--- src/rtl/mac_pkg.sv ---
// Shared types and fixed-point format constants for the MAC sequencer.
package mac_pkg;

  localparam int WIDTH_INPUT  = 16;
  localparam int WIDTH_OUTPUT = 32;
  localparam int WIDTH_ACC    = 40;
  localparam int WIDTH_LEN    = 8;

  // Operands are Q6.9, products and results Q12.18
  localparam int FRAC_IN  = 9;
  localparam int FRAC_OUT = 18;

  typedef enum logic [1:0] {
    IDLE,
    RUN,
    DRAIN,
    DONE
  } mac_state_e;

endpackage

--- src/rtl/mac_seq_ctrl_if.sv ---
// Operand stream, multiplier and result signals of the MAC sequencer.
interface mac_seq_ctrl_if;
  import mac_pkg::*;

  logic                    start_i;
  logic [WIDTH_LEN-1:0]    len_i;
  logic                    in_valid_i;
  logic                    in_ready_o;
  logic [WIDTH_INPUT-1:0]  a_i;
  logic [WIDTH_INPUT-1:0]  b_i;
  logic [WIDTH_INPUT-1:0]  mul_a_o;
  logic [WIDTH_INPUT-1:0]  mul_b_o;
  logic [WIDTH_OUTPUT-1:0] mul_p_i;
  logic [WIDTH_OUTPUT-1:0] result_o;
  logic                    result_valid_o;
  logic                    result_ready_i;
  logic                    busy_o;

  modport slave (
    input  start_i, len_i, in_valid_i, a_i, b_i, mul_p_i, result_ready_i,
    output in_ready_o, mul_a_o, mul_b_o, result_o, result_valid_o, busy_o
  );

  modport master (
    output start_i, len_i, in_valid_i, a_i, b_i, mul_p_i, result_ready_i,
    input  in_ready_o, mul_a_o, mul_b_o, result_o, result_valid_o, busy_o
  );

endinterface

--- src/rtl/mac_sat_trunc.sv ---
// Narrows the accumulator to the result width: clamps when MAC_SAT_EN is
// defined, otherwise plain two's-complement truncation.
module mac_sat_trunc
  import mac_pkg::*;
(
  input  logic [WIDTH_ACC-1:0]    acc_i,
  output logic [WIDTH_OUTPUT-1:0] res_o
);

`ifdef MAC_SAT_EN
  logic in_range;

  // In range exactly when all bits above the result sign bit match it
  assign in_range = (acc_i[WIDTH_ACC-1:WIDTH_OUTPUT-1] == '0) ||
                    (&acc_i[WIDTH_ACC-1:WIDTH_OUTPUT-1]);

  always_comb begin
    res_o = acc_i[WIDTH_OUTPUT-1:0];
    if (!in_range) begin
      if (acc_i[WIDTH_ACC-1]) res_o = {1'b1, {(WIDTH_OUTPUT-1){1'b0}}};
      else                    res_o = {1'b0, {(WIDTH_OUTPUT-1){1'b1}}};
    end
  end
`else
  logic unused_hi;

  assign unused_hi = ^acc_i[WIDTH_ACC-1:WIDTH_OUTPUT];
  assign res_o     = acc_i[WIDTH_OUTPUT-1:0];
`endif

endmodule

--- src/rtl/mac_seq_ctrl.sv ---
// Dot-product sequencer driving an external signed multiplier.
// Optional result saturation is enabled with MAC_SAT_EN.
module mac_seq_ctrl
  import mac_pkg::*;
(
  input  logic          clk_i,
  input  logic          rst_i,
  mac_seq_ctrl_if.slave bus
);

  mac_state_e              state_q, state_d;
  logic [WIDTH_LEN-1:0]    cnt_q, cnt_d;
  logic [WIDTH_INPUT-1:0]  mul_a_q, mul_a_d;
  logic [WIDTH_INPUT-1:0]  mul_b_q, mul_b_d;
  logic                    v1_q, v1_d;
  logic [WIDTH_OUTPUT-1:0] p_q, p_d;
  logic                    v2_q, v2_d;
  logic [WIDTH_ACC-1:0]    acc_q, acc_d;
  logic                    in_ready_q, in_ready_d;
  logic                    result_valid_q, result_valid_d;
  logic                    busy_q, busy_d;
  logic                    hs;

  assign hs = (state_q == RUN) && in_ready_q && bus.in_valid_i;

  always_comb begin
    state_d = state_q;
    cnt_d   = cnt_q;
    mul_a_d = mul_a_q;
    mul_b_d = mul_b_q;
    v1_d    = 1'b0;
    p_d     = p_q;
    v2_d    = v1_q;
    acc_d   = acc_q;

    // Two-stage pipeline: operands -> registered product -> accumulator
    if (v1_q) p_d = bus.mul_p_i;
    if (v2_q) acc_d = acc_q + {{(WIDTH_ACC-WIDTH_OUTPUT){p_q[WIDTH_OUTPUT-1]}}, p_q};

    case (state_q)
      IDLE: begin
        if (bus.start_i) begin
          acc_d   = '0;
          cnt_d   = bus.len_i;
          state_d = (bus.len_i != '0) ? RUN : DONE;
        end
      end
      RUN: begin
        if (hs) begin
          mul_a_d = bus.a_i;
          mul_b_d = bus.b_i;
          v1_d    = 1'b1;
          cnt_d   = cnt_q - 1'b1;
          if (cnt_q == WIDTH_LEN'(1)) state_d = DRAIN;
        end
      end
      // Leave once the last product has moved to the adder stage
      DRAIN: begin
        if (!v1_q) state_d = DONE;
      end
      DONE: begin
        if (bus.result_ready_i) state_d = IDLE;
      end
      default: state_d = IDLE;
    endcase

    in_ready_d     = (state_d == RUN);
    result_valid_d = (state_d == DONE);
    busy_d         = (state_d != IDLE);
  end

  always_ff @(posedge clk_i or posedge rst_i) begin
    if (rst_i) begin
      state_q        <= IDLE;
      cnt_q          <= '0;
      mul_a_q        <= '0;
      mul_b_q        <= '0;
      v1_q           <= 1'b0;
      p_q            <= '0;
      v2_q           <= 1'b0;
      acc_q          <= '0;
      in_ready_q     <= 1'b0;
      result_valid_q <= 1'b0;
      busy_q         <= 1'b0;
    end else begin
      state_q        <= state_d;
      cnt_q          <= cnt_d;
      mul_a_q        <= mul_a_d;
      mul_b_q        <= mul_b_d;
      v1_q           <= v1_d;
      p_q            <= p_d;
      v2_q           <= v2_d;
      acc_q          <= acc_d;
      in_ready_q     <= in_ready_d;
      result_valid_q <= result_valid_d;
      busy_q         <= busy_d;
    end
  end

  mac_sat_trunc u_sat_trunc (
    .acc_i (acc_q),
    .res_o (bus.result_o)
  );

  assign bus.mul_a_o        = mul_a_q;
  assign bus.mul_b_o        = mul_b_q;
  assign bus.in_ready_o     = in_ready_q;
  assign bus.result_valid_o = result_valid_q;
  assign bus.busy_o         = busy_q;

endmodule

--- src/flat_wrapper.sv ---
// flat-port wrapper written by rule: the top's interface ports become plain ports
module mac_seq_ctrl_flat import mac_pkg::*;
  (clk_i, rst_i, bus_start_i, bus_len_i, bus_in_valid_i, bus_a_i, bus_b_i, bus_mul_p_i, bus_result_ready_i, bus_in_ready_o, bus_mul_a_o, bus_mul_b_o, bus_result_o, bus_result_valid_o, bus_busy_o);
  mac_seq_ctrl_if bus_i ();
  input  logic clk_i;
  input  logic rst_i;
  input wire logic [$bits(bus_i.start_i)-1:0] bus_start_i;
  input wire logic [$bits(bus_i.len_i)-1:0] bus_len_i;
  input wire logic [$bits(bus_i.in_valid_i)-1:0] bus_in_valid_i;
  input wire logic [$bits(bus_i.a_i)-1:0] bus_a_i;
  input wire logic [$bits(bus_i.b_i)-1:0] bus_b_i;
  input wire logic [$bits(bus_i.mul_p_i)-1:0] bus_mul_p_i;
  input wire logic [$bits(bus_i.result_ready_i)-1:0] bus_result_ready_i;
  output wire logic [$bits(bus_i.in_ready_o)-1:0] bus_in_ready_o;
  output wire logic [$bits(bus_i.mul_a_o)-1:0] bus_mul_a_o;
  output wire logic [$bits(bus_i.mul_b_o)-1:0] bus_mul_b_o;
  output wire logic [$bits(bus_i.result_o)-1:0] bus_result_o;
  output wire logic [$bits(bus_i.result_valid_o)-1:0] bus_result_valid_o;
  output wire logic [$bits(bus_i.busy_o)-1:0] bus_busy_o;
  assign bus_i.start_i = bus_start_i;
  assign bus_i.len_i = bus_len_i;
  assign bus_i.in_valid_i = bus_in_valid_i;
  assign bus_i.a_i = bus_a_i;
  assign bus_i.b_i = bus_b_i;
  assign bus_i.mul_p_i = bus_mul_p_i;
  assign bus_i.result_ready_i = bus_result_ready_i;
  assign bus_in_ready_o = bus_i.in_ready_o;
  assign bus_mul_a_o = bus_i.mul_a_o;
  assign bus_mul_b_o = bus_i.mul_b_o;
  assign bus_result_o = bus_i.result_o;
  assign bus_result_valid_o = bus_i.result_valid_o;
  assign bus_busy_o = bus_i.busy_o;
  mac_seq_ctrl u_core (.clk_i(clk_i), .rst_i(rst_i), .bus(bus_i));
endmodule
--- config.mk ---
export PLATFORM = sky130hd
export DESIGN_NAME = mac_seq_ctrl_flat
export DESIGN_NICKNAME = d
export VERILOG_FILES = /design/src/rtl/mac_pkg.sv /design/src/rtl/mac_seq_ctrl_if.sv /design/src/rtl/mac_sat_trunc.sv /design/src/rtl/mac_seq_ctrl.sv /design/src/flat_wrapper.sv
export SDC_FILE = /design/constraint.sdc
export NUM_CORES = 1
export LEC_CHECK = 0
export BUFFER_PORTS_ARGS = -buffer_cell sky130_fd_sc_hd__buf_4
export CORE_MARGIN = 2
export CORE_UTILIZATION = 49
export DETAILED_ROUTE_END_ITERATION = 8
export PLACE_DENSITY = 0.86
export REMOVE_ABC_BUFFERS = 1
export SLEW_MARGIN = 30
export SYNTH_ARGS = -nofsm -noshare
export SYNTH_HDL_FRONTEND = slang
export SYNTH_SLANG_ARGS = --single-unit
--- constraint.sdc ---
create_clock -name clk_i -period 4 [get_ports clk_i]
set_input_delay 0.8 -clock clk_i [delete_from_list [all_inputs] [get_ports clk_i]]
set_output_delay 0.8 -clock clk_i [all_outputs]
set_load 0.005 [all_outputs]
# After elaboration in Yosys (flattened, before gate mapping)

Cells that the tools add are included.

$add $sub $neg: 2
Equality and inequality tests: 8
Muxes and demuxes: 15
Reductions and logical operators: 8

Operators with widths:

| cell                  | count |
|---|---|
| $mux W40              | 3 |
| $add A40 B40 Y40      | 1 |
| $mux W8               | 2 |
| $pmux W8 S2           | 1 |
| $mux W2               | 6 |
| $eq A8 B1 Y1 const B  | 1 |
| $pmux W2 S4           | 1 |
| $reduce_bool A8 Y1    | 1 |
| $sub A8 B1 Y8 const B | 1 |
| $eq A2 B2 Y1 const B  | 3 |
| $eq A2 B1 Y1 const B  | 2 |
| $reduce_bool A2 Y1    | 2 |
| $reduce_and A3 Y1     | 1 |
| $logic_and A1 B1 Y1   | 2 |
| $logic_not A2 Y1      | 1 |
| $mux W1               | 2 |
| $ne A2 B1 Y1 const B  | 1 |
| $ne A2 B2 Y1 const B  | 1 |
| $reduce_and A2 Y1     | 1 |

Bits in registers: 119
Word-level logic and storage cells: 44

# Depth between registers and ports, before layout

Gate-level depths: netlist of run 1.

Depth after elaboration: 6
Mapped depth: 10

# Modules after synthesis

A second synthesis of run 1 with hierarchy kept.

Cell total of the unflattened synthesis: 801
Area total of the unflattened synthesis: 7337.0 um2

Modules (own cells, without submodules):

| module        | instances | cells each | area an instance (um2) | sequential area each (um2) |
|---|---|---|---|---|
| mac_seq_ctrl  | 1         | 769        | 7096.8                 | 2977.9 |
| mac_sat_trunc | 1         | 32         | 240.2                  | 0.0 |

# Least setup slack after synthesis of run 1

OpenSTA, ideal clock, no wires.

Path kind: register -> register
Start: reg u_core.acc_q[13]
End: reg u_core.acc_q[30]
Library setup time: 82 ps
Data arrival time: 2431 ps
Data required time: 3918 ps
Setup slack: 1487 ps
Stages on the path, launching flop included: 10
Buffers on the path: 0
Period minus slack after synthesis: 2513 ps
Path through: dfrtp_1 -> ha_1 -> and2_4 -> and3_4 -> nand4_4 -> a211oi_2 -> nor2_1 -> o211a_1 -> or4_1 -> a31oi_1

Word-level cells in the longest chain between the ends: 4

Ends and longest elaborated chain:

| item                       | RTL line           | source |
|---|---|---|
| start: declaration         | mac_seq_ctrl.sv:18 | `logic [WIDTH_ACC-1:0] acc_q, acc_d;` |
| start signal: assignment   | mac_seq_ctrl.sv:81 | `acc_q <= '0;` |
| start signal: assignment   | mac_seq_ctrl.sv:93 | `acc_q <= acc_d;` |
| $add A40 B40 Y40 (*)       | mac_seq_ctrl.sv:38 | `if (v2_q) acc_d = acc_q + {{(WIDTH_ACC-WIDTH_OUTPUT){p_q[WIDTH_OUTPUT-1]}}, p_q};` |
| $mux W40 (*)               | mac_seq_ctrl.sv:38 |  |
| $mux W40                   | mac_seq_ctrl.sv:42 | `if (bus.start_i) begin` |
| $mux W40 (*)               | mac_seq_ctrl.sv:40 | `case (state_q)` |
| named net u_core.acc_d[30] | mac_seq_ctrl.sv:18 |  |

Mark *: on every way through the listed nets, which the timed path passes. The rest lies on a longest branch.
A chain may end at the register's enable or synchronous reset.

# Worst setup path in the final report of run 1

Start: reg u_core.acc_q[14]
End: reg u_core.acc_q[31]

The elaborated chain is that of the path after synthesis.

==> flow_summary.json, run 1 <==
{
  "outcome": "finished, final reports clean",
  "worstHoldStart": "u_core.bus.mul_a_o[8]",
  "die_h_um": 115,
  "layout-drive-gt1-share": 0.348,
  "drv_slew": 0,
  "synth-seq-cells": 111,
  "drc": 0,
  "final_cell_area_um2": 7530,
  "crit_type": "reg -> reg",
  "fin_crit_ns": 2.84,
  "antenna_left": 0,
  "clk_latency_ns": 0.36,
  "timing.rr.end": "u_core.acc_q[31]",
  "hold_viol": 0,
  "rsz0062_at_grt": "false",
  "grt_pass1_vias": 4981,
  "antenna_found_initial": 0,
  "fp.dieW_um": 115,
  "diodes": 0,
  "dp.cells": 827,
  "final_common_cell": "buf_4",
  "final_cell_mix": "buf_4 (148), dfrtp_1 (111), mux2_2 (64)",
  "h-tree-depth": 3,
  "relSlewSlack": 0.433,
  "startpoint_type": "register",
  "synth_edf_count": 0,
  "cts_inserted_buffers": 9,
  "worstPathArrival_ns": 3.07,
  "rows": 40,
  "r2r_start": "u_core.acc_q[14]",
  "numPortBuffers": 143,
  "syn_inst": 554,
  "fin_nets": 802,
  "grt_max_degree": 86,
  "grt_overflow": 0,
  "post-route-period-util": 0.710,
  "place_area_um2": 7230,
  "grt_pass1_wl_um": 22900,
  "synth-xor-area-share": 0.0306,
  "tightestPinTransition_ns": 0.848,
  "synth_compound_area_frac": 0.145,
  "layout.cells.non_filler": 843,
  "syn_avg_cell_area_um2": 10.8,
  "synth_top_family_by_area": "multiplexers",
  "required_ns": 4.23,
  "synth_fa_ha_area_frac": 0.0720,
  "ir_worst_vdd_mv": 0.715,
  "wirelength_um": 13900,
  "post-cts-setup-buffers": 0,
  "setup_viol_count_final": 0,
  "cts_resized": 0,
  "p_leak_nw": 3.51,
  "hpwl_um": 10100,
  "avgRoutedWirePerCell_um": 16.5,
  "syn_to_final_growth_pct": 25.3,
  "gp_congestion": 0.934,
  "die-area_um2": 13200,
  "endpoint_kind": "register",
  "async_reset_ff_frac": 1.00,
  "drtPass1Iterations": 5,
  "clk_pin_slew_ns": 0.07,
  "worstHoldEndpoint": "u_core.bus.mul_a_o[8]",
  "vias_per_cell": 5.68,
  "power.density_nw_per_um2": 939,
  "cts_tree": "yes",
  "ios": 144,
  "path_max_fanout": 6,
  "maxCapViolations": 0,
  "r2r_slack_ns": 1.16,
  "grt_usage": 0.219,
  "num_vias": 4788,
  "worst_clock_skew_ns": 0.0131,
  "synth_simple_gate_area_frac": 0.118,
  "yosys_most_used_dff": "dfrtp_1",
  "min_path_cells": 1,
  "yosysSeqAreaShare": 0.462,
  "syn_area_um2": 6010,
  "initial_core_util": 0.500,
  "cts_sinks": 111,
  "r2r_cells": 9,
  "ys_types": 66,
  "drt_iter0_markers": 259,
  "cts-hold-fix-buffers": 0,
  "ys_warn_count": 0,
  "min_path_type": "reg -> reg",
  "cts_root_buf": "clkbuf_16",
  "muxShareOfSynthArea": 0.153,
  "fin_hold_ws_ns": 0.511,
  "placeableCoreArea_um2": 12000,
  "tns_ns": 0,
  "fmax_ghz": 0.352,
  "cts_buffer_depth": 2
}
## worst max-delay path by stage
| stage | startpoint | endpoint | slack (ns) |
|---|---|---|---|
| after floorplan | bus_start_i | u_core.cnt_q[1] | 0.24 |
| after global placement | u_core.acc_q[14] | u_core.acc_q[27] | 1.28 |
| after detailed placement | u_core.acc_q[14] | u_core.acc_q[27] | 1.22 |
| after CTS | u_core.acc_q[14] | u_core.acc_q[27] | 1.21 |
| after global routing | u_core.acc_q[14] | u_core.acc_q[31] | 1.01 |
| final | u_core.acc_q[14] | u_core.acc_q[31] | 1.16 |
## Yosys cell counts, types with 4 or more instances
master / n / area share
a211oi_1: 5 / 0.0062
a21o_1: 14 / 0.017
a21oi_1: 38 / 0.032
a31oi_1: 9 / 0.0094
and3_1: 4 / 0.0042
buf_1: 4 / 0.0025
clkbuf_1: 16 / 0.010
dfrtp_1: 111 / 0.46
ha_1: 33 / 0.069
inv_1: 9 / 0.0056
mux2_2: 64 / 0.12
mux2i_1: 20 / 0.033
nand2_1: 23 / 0.014
nand2b_1: 9 / 0.0094
nand3_1: 7 / 0.0058
nor2_1: 52 / 0.032
nor2b_1: 5 / 0.0052
nor3_1: 13 / 0.011
o21ai_0: 13 / 0.011
o21ai_1: 14 / 0.012
or3_1: 4 / 0.0042
xnor2_1: 16 / 0.023
xor2_1: 5 / 0.0073
## cells by family (layout without fill, tap and decap cells)
kind of cell,Yosys count,in the layout
AO/OA/AOI/OAI,134,134
buffers and inverters,31,173
XOR/XNOR,21,21
AND/OR/NAND/NOR,139,139
flip-flops,111,111
adder cells (fa/ha/maj),34,34
multiplexers,84,84
## routing by layer
layer,vias up,part of all wire,global-route usage
met5,-,0,0
met1,2329,0.42,0.269
li1,2302,-,-
met4,0,0.016,0.0859
met2,137,0.50,0.366
met3,20,0.057,0.0643
## layout make-up
cell class / count / area [um2]
Clock buffer: 10 / 239
Clock inverter: 6 / 60.1
Fill cell: 979 / 4480
Inverter: 9 / 38.8
Multi-Input combinational cell: 412 / 3120
Sequential cell: 111 / 2780
Tap cell: 147 / 184
Timing Repair Buffer: 148 / 1110
## critical path: stages (launching register included)
cell	delay, ns
dfrtp_1	0.41
ha_1	0.37
a21o_1	0.22
a311o_1	0.34
a221oi_1	0.33
a2bb2oi_1	0.31
a31oi_1	0.21
a21oi_1	0.28
a211o_1	0.16
nand3_1	0.07
## state kept, by name, summed over array words and instances, names as in the netlist
name	cells
u_core.acc_q	32
u_core.bus.mul_b_o	16
u_core.state_q	2
u_core.v2_q	1
u_core.cnt_q	8
u_core.bus.mul_a_o	16
u_core.bus.in_ready_o	1
u_core.v1_q	1
u_core.bus.result_valid_o	1
u_core.bus.busy_o	1
u_core.p_q	32
## power breakdown
part	total, mW	internal (mW)	switching (mW)
Clock	0.908	0.500	0.408
Combinational	4.15	2.06	2.09
Sequential	2.01	1.64	0.372
## metrics by stage
stage	power, mW	utilization	setup WS (ns)
after CTS	7.09	0.627	1.21
after detailed placement	6.15	0.602	1.22
after floorplan	4.91	-	0.235
final	7.07	0.627	1.16
after global placement	5.97	0.602	1.28
after global routing	7.69	0.627	1.01
Note: power is estimated with default switching activity, not from simulation.
==> inputs of run 2 (changes only) <==
--- a/config.mk
+++ b/config.mk
@@ -7,9 +7,9 @@
 export LEC_CHECK = 0
 export BUFFER_PORTS_ARGS = -buffer_cell sky130_fd_sc_hd__buf_4
 export CORE_MARGIN = 2
-export CORE_UTILIZATION = 49
+export CORE_UTILIZATION = 50
 export DETAILED_ROUTE_END_ITERATION = 8
-export PLACE_DENSITY = 0.86
+export PLACE_DENSITY = 0.84
 export REMOVE_ABC_BUFFERS = 1
 export SLEW_MARGIN = 30
 export SYNTH_ARGS = -nofsm -noshare
==> constraint.sdc (replaced) <==
create_clock -name clk_i -period 2.7 [get_ports clk_i]
set_input_delay 0.54 -clock clk_i [delete_from_list [all_inputs] [get_ports clk_i]]
set_output_delay 0.54 -clock clk_i [all_outputs]
set_load 0.005 [all_outputs]
==> run 2 against run 1 <==
Net effect: the run now ends with negative setup slack left; final cell count rose by 2.1%; core utilization increased by 3.2 points; sequential power grew 50%; global-route usage rose by 0.92 points; first-iteration DRC count up 22%; routed wire length increased by 5.0%; non-clock buffer count increased by 20; clock-buffer cell count unchanged; fmax up 5.1%; sequential share of layout area is 1.3 points lower.
==> flow_summary.json, run 2 (synthesis results as in run 1) <==
{
  "relSlewSlack": 0.448,
  "grt_pass1_vias": 4984,
  "top_regs": "u_core.acc_q (32), u_core.p_q (32)",
  "grt_overflow": 0,
  "layout.cells.non_filler": 861,
  "clk_pin_slew_ns": 0.07,
  "fin_hold_ws_ns": 0.243,
  "final_cell_mix": "buf_4 (166), dfrtp_1 (111), mux2_2 (64)",
  "nFillCells": 923,
  "drt_iter0_markers": 316,
  "ios": 144,
  "numPortBuffers": 143,
  "hpwl_um": 10400,
  "final_common_cell": "buf_4",
  "violations": "negative setup slack",
  "num_vias": 4930,
  "endpoint_kind": "register",
  "syn_to_final_growth_pct": 29.9,
  "rsz0062_at_grt": "true",
  "diodes": 0,
  "fmax_ghz": 0.370,
  "wirelength_um": 14600,
  "die_h_um": 114,
  "cts_tree": "yes",
  "grt_pass1_wl_um": 23600,
  "outcome": "finished with violations",
  "fin_crit_ns": 2.70,
  "avgRoutedWirePerCell_um": 16.9,
  "cts_buffer_depth": 2,
  "cts_root_buf": "clkbuf_16",
  "crit_type": "reg -> reg",
  "gp_congestion": 0.917,
  "path_max_fanout": 3,
  "drv_slew": 0,
  "setup_viol_count_final": 1,
  "p_leak_nw": 3.62,
  "antenna_left": 0,
  "fp.dieW_um": 114,
  "antenna_found_initial": 0,
  "rows": 40,
  "drtPass1Iterations": 5,
  "h-tree-depth": 3,
  "vias_per_cell": 5.73,
  "worstPathArrival_ns": 2.92,
  "placeableCoreArea_um2": 11900,
  "clk_latency_ns": 0.35,
  "cts_inserted_buffers": 9,
  "post-route-period-util": 1.00,
  "tightestPinTransition_ns": 0.825,
  "grt_usage": 0.228,
  "power.density_nw_per_um2": 1430,
  "required_ns": 2.92,
  "grt_max_degree": 53,
  "ir_worst_vdd_mv": 0.895,
  "hold_viol": 0,
  "drc": 0,
  "worst_clock_skew_ns": 0.00502,
  "initial_core_util": 0.507,
  "min_path_type": "in -> async",
  "fin_ws_ns": -0.00255,
  "maxCapViolations": 0,
  "die-area_um2": 12900,
  "dp.cells": 837,
  "fin_nets": 822,
  "cts_sinks": 111,
  "layout-drive-gt1-share": 0.381,
  "startpoint_type": "register"
}
==> run 2: path summary, 6_finish.rpt <==
check | cells past startpoint | slack, ns | start | to
setup / recovery | 9 | -0.003 | u_core.acc_q[14] | u_core.acc_q[27]
hold / removal | 2 | 0.24 | rst_i | u_core.bus.mul_a_o[5]
setup reg to reg | 9 | -0.003 | u_core.acc_q[14] | u_core.acc_q[27]
hold reg to reg | 1 | 0.51 | u_core.bus.mul_a_o[14] | u_core.bus.mul_a_o[14]
max in group asynchronous | 3 | 1.77 | rst_i | u_core.p_q[25]
min in group clk_i | 2 | 0.42 | bus_a_i[6] | u_core.bus.mul_a_o[6]
==> run 2: timing repair <==
item	CTS	global route
setup buffers	0	10
endpoints found under the hold margin	0	0
hold buffers	0	0
pin swaps	0	11
endpoints found under the setup margin	5	12
gates resized for setup	2	17
==> run 2: area by class of cell <==
class                           count  area, um2  share of cell area
Tap cell                          147        184              0.0236
Sequential cell                   111       2780               0.356
Multi-Input combinational cell    412       3220               0.413
Clock inverter                      4       72.6             0.00929
Clock buffer                       10        229              0.0293
Timing Repair Buffer              168       1290               0.165
Inverter                            9       36.3             0.00465
==> run 2: per-layer routing <==
| layer | share of wire | up-vias | track usage |
|---|---|---|---|
| met4 | 0.016 | 0 | 0.0569 |
| met5 | 0 | - | 0 |
| met3 | 0.055 | 28 | 0.0648 |
| li1 | - | 2330 | - |
| met1 | 0.41 | 2416 | 0.281 |
| met2 | 0.52 | 156 | 0.398 |
==> run 2: critical path, stage by stage (launching register included) <==
cell and delay, ns:
dfrtp_1 0.40, ha_1 0.33, a21o_1 0.22, a311o_1 0.34, a221oi_2 0.32, a2bb2oi_2 0.27
a31oi_1 0.20, a31oi_1 0.24, xor2_1 0.16, o22ai_1 0.09
==> run 2: through the flow <==
| step | setup slack [ns] | utilization | setup TNS, ns | area, um2 | total power [mW] |
|---|---|---|---|---|---|
| global route | -0.132 | 0.658 | -0.429 | 7810 | 12.1 |
| detailed placement | -0.0340 | 0.618 | -0.0582 | 7330 | 9.30 |
| global placement | 0.0143 | 0.618 | 0 | 7330 | 9.02 |
| CTS | 0.00636 | 0.644 | 0 | 7640 | 10.8 |
| finish | -0.00255 | 0.658 | -0.00255 | 7810 | 11.2 |
| floorplan | -0.805 | - | -92.84 | 5930 | 7.27 |
==> run 2: power breakdown <==
group | internal (mW) | switching, mW
Combinational | 3.42 | 3.33
Sequential | 2.42 | 0.602
Clock | 0.802 | 0.581
Total | 6.64 | 4.51
